### src/rtl/gpio_dbus_arbiter.sv
// gpio_dbus_arbiter: shares one GPIO data-bus slave between two requesters.
// Two-state FSM (IDLE/BUSY) with a wait counter that ends stalled transfers
// with a zero-data ack and raises a sticky timeout flag.
// Optional feature: define GPIO_ARB_RR_EN for round-robin tie breaking;
// without it requester 0 always wins ties (fixed priority).

package gpio_dbus_arbiter_pkg;

    // Request from a bus master towards a peripheral
    typedef struct packed {
        logic        req;
        logic        w_en;
        logic [31:0] addr;
        logic [31:0] w_data;
    } type_dbus2peri_s;

    // Response from a peripheral back to a bus master
    typedef struct packed {
        logic [31:0] r_data;
        logic        ack;
    } type_peri2dbus_s;

endpackage

module gpio_dbus_arbiter
    import gpio_dbus_arbiter_pkg::*;
#(
    parameter int unsigned TIMEOUT_CYCLES = 16
) (
    input  logic            clk,
    input  logic            rst,
    input  type_dbus2peri_s m0_dbus_i,
    input  logic            m0_sel_i,
    output type_peri2dbus_s m0_dbus_o,
    input  type_dbus2peri_s m1_dbus_i,
    input  logic            m1_sel_i,
    output type_peri2dbus_s m1_dbus_o,
    output type_dbus2peri_s gpio_dbus_o,
    output logic            gpio_sel_o,
    input  type_peri2dbus_s gpio_dbus_i,
    output logic            timeout_o
);

    typedef enum logic {
        IDLE,
        BUSY
    } state_t;

    // Counter value on the last BUSY cycle allowed before a forced ack
    localparam logic [7:0] TIMEOUT_LAST = 8'(TIMEOUT_CYCLES - 1);

    state_t          state;
    logic            owner;
    logic [7:0]      wait_cnt;

    logic            m0_pending;
    logic            m1_pending;
    logic            any_pending;
    logic            grant_m1;
    logic            owner_pending;
    logic            owner_sel;
    logic            timeout_hit;
    type_dbus2peri_s owner_dbus;
    type_peri2dbus_s owner_resp;

`ifdef GPIO_ARB_RR_EN
    logic            rr_ptr;
`endif

    assign m0_pending  = m0_dbus_i.req & m0_sel_i;
    assign m1_pending  = m1_dbus_i.req & m1_sel_i;
    assign any_pending = m0_pending | m1_pending;

`ifdef GPIO_ARB_RR_EN
    // Ties go to whichever requester the pointer currently favours
    assign grant_m1 = m1_pending & (~m0_pending | rr_ptr);
`else
    // Requester 0 always wins a tie
    assign grant_m1 = m1_pending & ~m0_pending;
`endif

    assign owner_dbus    = owner ? m1_dbus_i  : m0_dbus_i;
    assign owner_sel     = owner ? m1_sel_i   : m0_sel_i;
    assign owner_pending = owner ? m1_pending : m0_pending;
    assign timeout_hit   = (wait_cnt == TIMEOUT_LAST);

    // Forward the owner's request and build its response; everything is zero outside BUSY
    always_comb begin
        gpio_dbus_o = '0;
        gpio_sel_o  = 1'b0;
        owner_resp  = '0;
        if (state == BUSY) begin
            gpio_dbus_o = owner_dbus;
            gpio_sel_o  = owner_sel;
            if (owner_pending) begin
                if (gpio_dbus_i.ack) begin
                    owner_resp.ack    = 1'b1;
                    owner_resp.r_data = gpio_dbus_i.r_data;
                end else if (timeout_hit) begin
                    owner_resp.ack    = 1'b1;
                    owner_resp.r_data = 32'h0;
                end else begin
                    owner_resp.ack    = 1'b0;
                    owner_resp.r_data = gpio_dbus_i.r_data;
                end
            end
        end
    end

    // Steer the response to the owner only; the other requester sees zeros
    always_comb begin
        m0_dbus_o = '0;
        m1_dbus_o = '0;
        if (state == BUSY) begin
            if (owner) begin
                m1_dbus_o = owner_resp;
            end else begin
                m0_dbus_o = owner_resp;
            end
        end
    end

    // Arbitration FSM: grant in IDLE, wait for ack, timeout or abort in BUSY
    always_ff @(posedge clk or posedge rst) begin
        if (rst) begin
            state     <= IDLE;
            owner     <= 1'b0;
            wait_cnt  <= 8'd0;
            timeout_o <= 1'b0;
`ifdef GPIO_ARB_RR_EN
            rr_ptr    <= 1'b0;
`endif
        end else begin
            case (state)
                IDLE: begin
                    if (any_pending) begin
                        owner    <= grant_m1;
                        wait_cnt <= 8'd0;
                        state    <= BUSY;
`ifdef GPIO_ARB_RR_EN
                        rr_ptr   <= ~grant_m1;
`endif
                    end
                end
                BUSY: begin
                    if (!owner_pending) begin
                        wait_cnt <= 8'd0;
                        state    <= IDLE;
                    end else if (gpio_dbus_i.ack) begin
                        wait_cnt <= 8'd0;
                        state    <= IDLE;
                    end else if (timeout_hit) begin
                        wait_cnt  <= 8'd0;
                        timeout_o <= 1'b1;
                        state     <= IDLE;
                    end else begin
                        wait_cnt <= wait_cnt + 8'd1;
                    end
                end
                default: begin
                    state    <= IDLE;
                    wait_cnt <= 8'd0;
                end
            endcase
        end
    end

endmodule

### config.mk
export PLATFORM = sky130hd
export DESIGN_NAME = gpio_dbus_arbiter
export DESIGN_NICKNAME = d
export VERILOG_FILES = /design/src/rtl/gpio_dbus_arbiter.sv
export SDC_FILE = /design/constraint.sdc
export NUM_CORES = 1
export LEC_CHECK = 0
export BUFFER_PORTS_ARGS = -buffer_cell sky130_fd_sc_hd__buf_2
export CAP_MARGIN = 40
export CORE_AREA = 4 4 116 118
export CTS_CLUSTER_SIZE = 24
export DETAILED_ROUTE_END_ITERATION = 16
export DIE_AREA = 0 0 120 122
export PLACE_DENSITY_LB_ADDON = 0.1
export SYNTH_ARGS = -nofsm -noshare
export SYNTH_HDL_FRONTEND = slang
export SYNTH_SLANG_ARGS = --single-unit
export TNS_END_PERCENT = 30
### constraint.sdc
create_clock -name clk -period 2.6 [get_ports clk]
set_input_delay 0.39 -clock clk [delete_from_list [all_inputs] [get_ports clk]]
set_output_delay 0.39 -clock clk [all_outputs]
set_load 0.005 [all_outputs]
==> qor.yml <==
power:
  pwr-share-comb_pct: 62.9
  p_int_mw: 0.797
  switchingPower_mw: 0.477
  pwr-share-seq_pct: 14.7
  p_per_area_nw_per_um2: 332
  clock_power_share_pct: 22.3
  ir_worst_vdd_mv: 0.207
  p_sw_share_pct: 37.4
  power_leakage_nw: 2.40
sta:
  max_freq_ghz: 0.409
  skew_ns: 0.00293
  finalSetupTns_ns: 0
  period_minus_slack_ns: 2.45
  finalCritPeriodShare_pct: 94.1
  tightestPinTransition_ns: 0.508
  slew_headroom_pct: 66.0
  rsz0062_at_grt: "false"
  whs_ns: 0.151
  finalHoldViolCount: 0
  final_max_slew_viol_count: 0
  setup_violations: 0
clock_network:
  cts_buffers: 3
  clk_pin_slew_ns: 0.04
  cts_tree: "built"
  cts_root_buf: "clkbuf_16"
  cts_setup_buffers: 0
  clk_latency_ns: 0.24
  cts.path.max_buffers: 2
  htreeDepth: 1
  cts.sinks: 11
  cts_hold_buf: 0
routing:
  ant_nets: 0
  first_pass_iters: 4
  drc_errors: 0
  wl_mm: 10.8
  vias_per_cell: 4.03
  drt_iter0_drc: 53
  vias: 3007
  wl_per_cell_um: 14.5
placement:
  place.gp.congestion: 0.807
  dp_hpwl_mm: 9.35
  place_inst: 742
  portBuffers: 302
  dpl_cell_area_um2: 3750
layout:
  layout.nets: 745
  n_antenna_cell: 0
  synthToLayoutAreaGrowth_pct: 83.6
  final_area_um2: 3840
  drive_above_1_share_pct: 57.3
  instances_no_fill: 746
setup_path:
  slowest_stage: "or4_4"
  critPathLaunchType: "register"
  path_max_fanout: 19
  path_class: "register to primary output"
  cp.arrival_ns: 2.06
  crit_chain: "or4_4, nor3_4, nor2_4, buf_6, and2_1, buf_2"
  required_ns: 2.21
  slowest_delay_ns: 0.59
  end_kind: "primary output"
synth:
  synth-simple-area-share_pct: 40.0
  synth_compound_area_share_pct: 5.74
  ys_seq_area_share_pct: 13.2
  synth_top_family_by_area: "simple AND/OR/NAND/NOR gates"
  synth-xor-area-share_pct: 0.418
  ys_ff_latch: 11
  netlist_instances: 285
  yosysWarnings: 0
  synth_fa_ha_area_share_pct: 0.598
  synthMuxAreaShare_pct: 32.5
  synth_cell_types: 35
  synthesis.area_um2: 2090
  syn_nets: 455
  synth.avg_cell_area_um2: 7.34
flow_run:
  drv_cap: 0
grt:
  grt_pass1_wl_mm: 16.0
  overflow: 0
  grt_usage_pct: 13.8
  grt_pass1_vias: 3054
  antenna_found_initial: 1
  grt_max_degree: 71
floorplanning:
  die_h_um: 122
  initial_core_util_pct: 16.8
  core.rowCount: 41
  die_w_um: 120
  io_pins: 303
  core_area_um2: 12500
  dieArea_um2: 14600
outcome:
  status: "finished, final reports clean"
min_path:
  hp-class: "primary input to asynchronous set/reset pin"
-- repair_timing --
| item | in CTS | in global routing |
|---|---|---|
| endpoints found under the setup margin | 32 | 19 |
| pin swaps | 0 | 0 |
| resized for setup | 1 | 1 |
-- kinds of logic after synthesis --
kind of cell	after synthesis
mux	68
buf+inv	26
compound gates	19
fa+ha+maj	1
flops	11
simple gates	159
xor+xnor	1
-- synthesized netlist by cell type --
cell type  number  area share, %
clkinv_1        1           0.18
nor2b_1         1           0.30
and4_1          1           0.42
nor3_4          1           0.78
or2_2           1           0.30
o32ai_1         1           0.42
o21ai_0         5            1.2
o21bai_1        1           0.36
nand3_1         6            1.4
o31ai_1         1           0.36
nand4_1         2           0.60
dfrtp_1        11             13
nand2_1         5           0.90
nor2_2          2           0.60
ha_1            1           0.60
clkbuf_1        8            1.4
and2_2         10            3.6
and2_1         55             16
nand4b_2        1           0.72
or4_4           1           0.54
a21o_1          2           0.72
buf_6           7            3.8
mux2i_1        68             33
a21oi_1         3           0.72
or3_2           1           0.36
inv_1           3           0.54
a31oi_1         2           0.60
a22o_1          1           0.42
a22oi_1         1           0.36
o21ai_1         1           0.24
buf_2           7            1.7
nor2_1         71             13
a211oi_1        1           0.36
and3_1          1           0.30
xor2_1          1           0.42
-- worst max-delay path, delay by kind of cell (launching register included) --
| family | cells | cell delay (ns) |
|---|---|---|
| and+or+nand+nor | 4 | 1.10 |
| buffers and inverters | 2 | 0.29 |
| DFF | 1 | 0.43 |
-- through the flow --
step / util [%] / setup slack (ns) / power (mW)
floorplan: - / 0.681 / 0.648
global placement: 29.8 / 0.269 / 0.988
detailed placement: 30.1 / 0.205 / 1.00
CTS: 30.8 / 0.111 / 1.29
global route: 30.8 / 0.0370 / 1.38
finish: 30.8 / 0.154 / 1.27
-- layout by cell type, fill, tap and decap left out, types with 2 or more instances in the layout --
| cell type | n |
|---|---|
| dfrtp_1 | 10 |
| buf_4 | 2 |
| mux2i_1 | 68 |
| o21ai_0 | 5 |
| nand2_1 | 5 |
| nand4_1 | 2 |
| clkbuf_16 | 3 |
| buf_2 | 302 |
| inv_1 | 3 |
| a31oi_1 | 2 |
| and2_2 | 10 |
| nand3_1 | 6 |
| nor2_4 | 2 |
| a21o_1 | 2 |
| and2_1 | 55 |
| a21oi_1 | 3 |
| nor2_1 | 71 |
-- routing by layer --
| layer | wire length [µm] | part of all wire [%] | track usage [%] | vias to the layer above |
|---|---|---|---|---|
| met5 | 13 | 0.12 | 0 | - |
| met2 | 5850 | 54 | 27.8 | 170 |
| met1 | 3510 | 32 | 12.8 | 1293 |
| met3 | 1340 | 12 | 5.52 | 10 |
| li1 | - | - | - | 1532 |
| met4 | 130 | 1.2 | 3.15 | 2 |
-- final timing paths --
kind	startpoint	end	cells after the start	slack, ns
max	wait_cnt[5]	m0_dbus_o[1]	6	0.15
min	rst	wait_cnt[0]	2	0.15
max reg2reg	state	wait_cnt[4]	5	0.70
min reg2reg	timeout_o	timeout_o	1	0.45
max in group asynchronous	rst	owner	2	2.11
min in group clk	m0_sel_i	owner	2	0.38
-- sequential cells by signal, summed over array words and instances (netlist names) --
register / flops
owner: 1
state: 1
timeout_o: 1
wait_cnt: 8
-- cell type report --
cell class,count,area (µm²)
sequential,11,279
multi-input combinational,248,1670
fill,1397,8620
clock buffer,4,78.8
timing repair buffer,307,1590
tap,172,215
inverter,4,15.0
-- power groups by stage --
stage               registers [mW]  clock network (mW)  logic (mW)
floorplan                    0.186                   0       0.463
global placement             0.190                   0       0.798
detailed placement           0.190                   0       0.812
CTS                          0.188               0.288       0.817
global route                 0.189               0.299       0.890
finish                       0.188               0.285       0.802
(Power assumes the default switching activity.)
